$ cat src/rtl/mem_arb_pkg.sv
// Types and constants shared by the memory port arbiter and its slot buffers.
package mem_arb_pkg;

  typedef enum logic {
    ARB_IDLE,
    ARB_WAIT_RSP
  } arb_state_t;

  typedef enum logic {
    PORT_I = 1'b0,
    PORT_D = 1'b1
  } arb_port_e;

  localparam logic [31:0] TIMEOUT_DATA = 32'h0;

endpackage

$ cat src/rtl/riscv32_common.sv
// Shared request/response bundle types for the 32-bit memory interfaces.
package riscv32_common;

  typedef struct packed {
    logic        valid;
    logic        do_write;
    logic [31:0] addr;
    logic [31:0] wdata;
    logic [3:0]  wstrb;
  } req32;

  typedef struct packed {
    logic        valid;
    logic [31:0] addr;
    logic [31:0] data;
  } rsp32;

endpackage

$ cat src/rtl/mem_arb_slot.sv
// One-entry holding buffer for a single requester. A pulse arriving at an
// empty slot is presented straight away so it can be granted without delay.
module mem_arb_slot
  import riscv32_common::*;
(
  input  logic clk,
  input  logic reset_n,
  input  req32 req_i,
  input  logic issue_i,
  output logic full_o,
  output req32 entry_o,
  output logic drop_o
);

  logic full_q, full_d;
  req32 entry_q, entry_d;
  logic capture;

  assign full_o  = full_q | req_i.valid;
  assign entry_o = full_q ? entry_q : req_i;
  assign drop_o  = req_i.valid & full_q & ~issue_i;

  // Store the pulse unless it is granted straight through from an empty slot.
  assign capture = req_i.valid & (full_q ? issue_i : ~issue_i);

  always_comb begin
    full_d  = capture | (full_q & ~issue_i);
    entry_d = capture ? req_i : entry_q;
  end

  always_ff @(posedge clk or negedge reset_n) begin
    if (!reset_n) begin
      full_q  <= 1'b0;
      entry_q <= '0;
    end else begin
      full_q  <= full_d;
      entry_q <= entry_d;
    end
  end

endmodule

$ cat src/rtl/mem_port_arbiter.sv
// Shares one 32-bit memory port between the icache and dcache requesters.
// Build option ARB_ROUND_ROBIN_EN selects round-robin instead of fixed priority with a starvation limit.
module mem_port_arbiter
  import riscv32_common::*;
  import mem_arb_pkg::*;
#(
  parameter int unsigned STARVE_LIMIT   = 4,
  parameter int unsigned TIMEOUT_CYCLES = 1024
) (
  input  logic       clk,
  input  logic       reset_n,
  input  req32       icache_req,
  output rsp32       icache_rsp,
  input  req32       dcache_req,
  output rsp32       dcache_rsp,
  output req32       mem_req,
  input  rsp32       mem_rsp,
  output logic       busy,
  output logic [1:0] overflow_err,
  output logic       timeout_err
);

  localparam int unsigned TW = (TIMEOUT_CYCLES > 1) ? $clog2(TIMEOUT_CYCLES) : 1;
  localparam logic [TW-1:0] TIMEOUT_LAST = TW'(TIMEOUT_CYCLES - 1);

  logic      iFull, dFull, iDrop, dDrop;
  logic      issueI, issueD, grantValid;
  logic      rspMatch, timedOut;
  arb_port_e grantPort;
  req32      iEntry, dEntry, grantEntry;
  rsp32      rspOut;

  arb_state_t  state_q;
  arb_port_e   owner_q;
  logic [31:0] issuedAddr_q;
  logic [TW-1:0] timeoutCnt_q;
  req32        memReq_q;
  rsp32        iRsp_q, dRsp_q;
  logic [1:0]  overflow_q;
  logic        timeoutErr_q;

`ifdef ARB_ROUND_ROBIN_EN
  arb_port_e lastGrant_q;
`else
  localparam int unsigned SW = (STARVE_LIMIT > 0) ? $clog2(STARVE_LIMIT + 1) : 1;
  localparam logic [SW-1:0] STARVE_MAX = SW'(STARVE_LIMIT);
  logic [SW-1:0] starveCnt_q;
`endif

  mem_arb_slot u_slot_i (
    .clk     (clk),
    .reset_n (reset_n),
    .req_i   (icache_req),
    .issue_i (issueI),
    .full_o  (iFull),
    .entry_o (iEntry),
    .drop_o  (iDrop)
  );

  mem_arb_slot u_slot_d (
    .clk     (clk),
    .reset_n (reset_n),
    .req_i   (dcache_req),
    .issue_i (issueD),
    .full_o  (dFull),
    .entry_o (dEntry),
    .drop_o  (dDrop)
  );

  always_comb begin
    grantValid = 1'b0;
    grantPort  = PORT_D;
    if (state_q == ARB_IDLE) begin
      if (iFull && dFull) begin
        grantValid = 1'b1;
`ifdef ARB_ROUND_ROBIN_EN
        grantPort = (lastGrant_q == PORT_I) ? PORT_D : PORT_I;
`else
        grantPort = (starveCnt_q == STARVE_MAX) ? PORT_I : PORT_D;
`endif
      end else if (iFull) begin
        grantValid = 1'b1;
        grantPort  = PORT_I;
      end else if (dFull) begin
        grantValid = 1'b1;
        grantPort  = PORT_D;
      end
    end
  end

  assign issueI     = grantValid && (grantPort == PORT_I);
  assign issueD     = grantValid && (grantPort == PORT_D);
  assign grantEntry = (grantPort == PORT_I) ? iEntry : dEntry;

  assign rspMatch = (state_q == ARB_WAIT_RSP) && mem_rsp.valid && (mem_rsp.addr == issuedAddr_q);
  assign timedOut = (state_q == ARB_WAIT_RSP) && !rspMatch && (timeoutCnt_q == TIMEOUT_LAST);

  // An aborted transaction still answers its owner, echoing the address with zero data.
  always_comb begin
    rspOut = '0;
    if (rspMatch) begin
      rspOut = mem_rsp;
    end else begin
      rspOut.addr = issuedAddr_q;
      rspOut.data = TIMEOUT_DATA;
    end
    rspOut.valid = 1'b1;
  end

  always_ff @(posedge clk or negedge reset_n) begin
    if (!reset_n) begin
      state_q      <= ARB_IDLE;
      owner_q      <= PORT_I;
      issuedAddr_q <= '0;
      timeoutCnt_q <= '0;
      memReq_q     <= '0;
      iRsp_q       <= '0;
      dRsp_q       <= '0;
      overflow_q   <= '0;
      timeoutErr_q <= 1'b0;
`ifdef ARB_ROUND_ROBIN_EN
      lastGrant_q  <= PORT_I;
`else
      starveCnt_q  <= '0;
`endif
    end else begin
      memReq_q   <= '0;
      iRsp_q     <= '0;
      dRsp_q     <= '0;
      overflow_q <= overflow_q | {dDrop, iDrop};
      case (state_q)
        ARB_IDLE: begin
          if (grantValid) begin
            state_q        <= ARB_WAIT_RSP;
            memReq_q       <= grantEntry;
            memReq_q.valid <= 1'b1;
            owner_q        <= grantPort;
            issuedAddr_q   <= grantEntry.addr;
            timeoutCnt_q   <= '0;
`ifdef ARB_ROUND_ROBIN_EN
            lastGrant_q    <= grantPort;
`else
            if (grantPort == PORT_I) begin
              starveCnt_q <= '0;
            end else if (iFull && (starveCnt_q != STARVE_MAX)) begin
              starveCnt_q <= starveCnt_q + 1'b1;
            end
`endif
          end
        end
        ARB_WAIT_RSP: begin
          if (rspMatch || timedOut) begin
            state_q <= ARB_IDLE;
            if (owner_q == PORT_I) begin
              iRsp_q <= rspOut;
            end else begin
              dRsp_q <= rspOut;
            end
            if (timedOut) begin
              timeoutErr_q <= 1'b1;
            end
          end else begin
            timeoutCnt_q <= timeoutCnt_q + 1'b1;
          end
        end
        default: state_q <= ARB_IDLE;
      endcase
    end
  end

  assign mem_req      = memReq_q;
  assign icache_rsp   = iRsp_q;
  assign dcache_rsp   = dRsp_q;
  assign busy         = (state_q == ARB_WAIT_RSP);
  assign overflow_err = overflow_q;
  assign timeout_err  = timeoutErr_q;

endmodule
$ cat config.mk
export PLATFORM = sky130hd
export DESIGN_NAME = mem_port_arbiter
export DESIGN_NICKNAME = d
export VERILOG_FILES = /design/src/rtl/mem_arb_pkg.sv /design/src/rtl/riscv32_common.sv /design/src/rtl/mem_arb_slot.sv /design/src/rtl/mem_port_arbiter.sv
export SDC_FILE = /design/constraint.sdc
export NUM_CORES = 1
export LEC_CHECK = 0
export CORE_MARGIN = 2
export CORE_UTILIZATION = 54
export CTS_CLUSTER_SIZE = 8
export DETAILED_ROUTE_END_ITERATION = 12
export GPL_TIMING_DRIVEN = 0
export HOLD_SLACK_MARGIN = 0.15
export PLACE_DENSITY = 0.86
export SYNTH_ARGS = -nofsm -noshare
export SYNTH_HDL_FRONTEND = slang
export SYNTH_HIERARCHICAL = 1
export SYNTH_SLANG_ARGS = --single-unit
$ cat constraint.sdc
create_clock -name clk -period 8.2 [get_ports clk]
set_input_delay 1.64 -clock clk [delete_from_list [all_inputs] [get_ports clk]]
set_output_delay 1.64 -clock clk [all_outputs]
set_load 0.01 [all_outputs]
==> impl_metrics.csv <==
group,metric,value,unit
setup_path,crit_path_max_fanout,10,
global_routing,groute.usage.overall,0.3008,
detailed_routing,num_vias,12040,
setup_path,worst_setup_path_start_kind,"input pin",
global_routing,grt_pass1_vias,13180,
setup_path,crit_arrival,5.33,ns
floorplanning,core,30590,sq um
setup_path,slowest_stage,"nor2_1",
setup_path,crit_chain,"clkdlybuf4s50_1 > or2_2 > a21boi_0 > nor2_1 > buf_2 > buf_2 > buf_2 > inv_1 > ha_1 > nand2_4 > clkbuf_8 > mux2_2",
floorplanning,fp.dieW,180.1,um
clock_tree,cts_resized,0,
finish,final_util,0.7463,
run,cap_violations,0,
timing,max_freq,203.7,MHz
synthesis,syn_nets,1510,
power_and_ir_drop,power_density,218.0,nW/um^2
clock_tree,cts_buffers,54,
floorplanning,initial_core_util,0.5477,
global_routing,gr-max-usage-layer,"met2",
timing,holdWs,0.4566,ns
floorplanning,rows,64,
timing,fin_crit,4.910,ns
clock_tree,clk_pin_slew,0.05,ns
clock_tree,clock_latency,0.55,ns
synthesis,syn_inst,1298,
setup_path,cp_top_family,"buffers and inverters",
global_routing,grt_pass1_wl,75.88,mm
finish,postLayoutCellArea,22830,sq um
power_and_ir_drop,power,4.976,mW
worst_hold_path,holdCritPathClass,"reg2reg",
global_routing,antenna_found_initial,7,
timing,finalSetupViolations,0,
setup_path,cpMostUsedCell,"buf_2",
placement,dp_hpwl,35.39,mm
timing,slew-limit-headroom,0.3076,
finish,syn2layout_area_growth,36.26,%
global_routing,use_met2,0.5264,
finish,layoutNonFillerInstCount,2169,
finish,nFillCells,1936,
clock_tree,htreeDepth,2,
floorplanning,die-area,32450,sq um
power_and_ir_drop,ir_worst_vdd,0.1719,mV
timing,finalHoldViolations,0,
timing,worstMarginPinSlew,1.028,ns
global_routing,use_met1,0.3541,
timing,tns,0,ns
setup_path,worst-path-buf-inv,6,
finish,multi_input_area,6350,sq um
global_routing,use_met3,0.07538,
setup_path,reg2reg_slack,4.02,ns
finish,seq_area,9759,sq um
timing,timing.final.ws_setup,3.290,ns
placement,pre_cts_slack,2.723,ns
timing,finalClockSkew,0.01637,ns
clock_tree,clockBufferDepth,3,
global_routing,grt_max_degree,113,
clock_tree,cts_tree,"yes",
timing,timing.final.crit_share,0.5988,
floorplanning,die_y,180.1,um
floorplanning,io_pins,411,
setup_path,slowest_delay,0.58,ns
clock_tree,hold_buffers,0,
synthesis,synth_area,16750,sq um
placement,place_congestion,0.9344,
detailed_routing,vias_per_cell,5.551,
clock_tree,cts_setup_buffers,0,
clock_tree,cts-root-buf,"clkbuf_16",
detailed_routing,wl_per_cell,22.53,um
setup_path,path_class,"in2reg",
synthesis,synth.avg_cell_area,12.91,sq um
setup_path,crit_path_end_kind,"flop",
placement,place_area,21440,sq um
synthesis,yosysWarnings,6,
power_and_ir_drop,p_leak,10.17,nW
finish,nNetsFinal,1979,
timing,rsz0062_at_grt,"no",
detailed_routing,antenna_left,0,
detailed_routing,firstDrtPassIters,5,
run_status,outcome,"finished clean",
global_routing,grt_overflow,0,
detailed_routing,wl,48.87,mm
detailed_routing,drtIter0Drc,762,
placement,portBuffers,410,
clock_tree,clock-sinks,390,
placement,place_inst,2107,
timing,slew_violations,0,
setup_path,cp_data_required_time,8.62,ns
finish,drive_gt1_frac,0.2540,
detailed_routing,route.detailed.drc,0,
==> sequential cells by signal, indices dropped and copies added (netlist names) <==
signal            cells
starveCnt_q           3
busy                  1
u_slot_i/full_q       1
overflow_err          2
timeoutCnt_q         10
icache_rsp           65
dcache_rsp           65
timeout_err           1
u_slot_i/entry_q     69
owner_q               1
mem_req              70
u_slot_d/entry_q     69
u_slot_d/full_q       1
issuedAddr_q         32
==> layout make-up <==
type                       instances  area share
sequential                       390      0.4275
timing repair buffer             413      0.1836
buffer                            81     0.02625
antenna                            5   0.0005481
clock buffer                      56     0.05952
inverter                          12    0.002028
tap                              396     0.02170
multi-input combinational        815      0.2781
clock inverter                     1   0.0007125
==> worst reg2reg max path, stage by stage, from the launching register on <==
cell      delay (ns)
dfrtp_1         0.37
buf_2           0.20
buf_2           0.25
or2_2           0.35
a21boi_0        0.17
nor2_1          0.58
buf_2           0.34
buf_2           0.28
buf_2           0.30
inv_1           0.09
ha_1            0.33
nand2_4         0.19
clkbuf_8        0.23
mux2_2          0.35
==> final timing paths <==
kind,startpoint,end,cells after the start
max,dcache_req[69],u_slot_i/entry_q[0],12
min,timeout_err,timeout_err,1
max reg2reg,u_slot_d/full_q,u_slot_i/entry_q[0],13
min reg2reg,timeout_err,timeout_err,1
max in group asynchronous,reset_n,icache_rsp[19],2
min in group asynchronous,reset_n,mem_req[30],1
==> per-layer routing <==
metal	routed length [um]	share of wire	up-vias
met5	11	0.00023	-
met4	2166	0.044	2
met3	3772	0.077	122
met2	24760	0.51	513
met1	18160	0.37	6057
li1	-	-	5346
==> power breakdown <==
part           total (mW)  switching, mW  leakage (nW)  internal, mW
Sequential           2.30          0.120          5.09          2.18
Combinational       0.777          0.265          4.41         0.512
Clock                1.90          0.752         0.675          1.15
==> cell usage in the layout (no fill, tap or decap), types with 3 or more instances in the layout <==
cell type and n:
inv_1 10, xnor2_1 19, ha_1 5, mux2_2 265, nor4_1 4, nor2_1 14
and3_1 23, mux2_4 12, buf_6 11, dfrtp_1 390, nand4_1 8, nor3_2 33
clkdlybuf4s50_1 409, diode_2 5, a21boi_0 3, buf_4 14, a211o_1 3, nand2b_1 3
o21ai_0 75, clkbuf_8 14, buf_16 3, a21oi_1 3, clkbuf_16 54, nor3b_2 6
clkbuf_1 27, nand2_1 189, nor3b_1 6, buf_2 16, or2_2 4, and2_1 65
a21o_1 33, xor2_1 10
No activity file was read; power rests on OpenSTA's default activity.
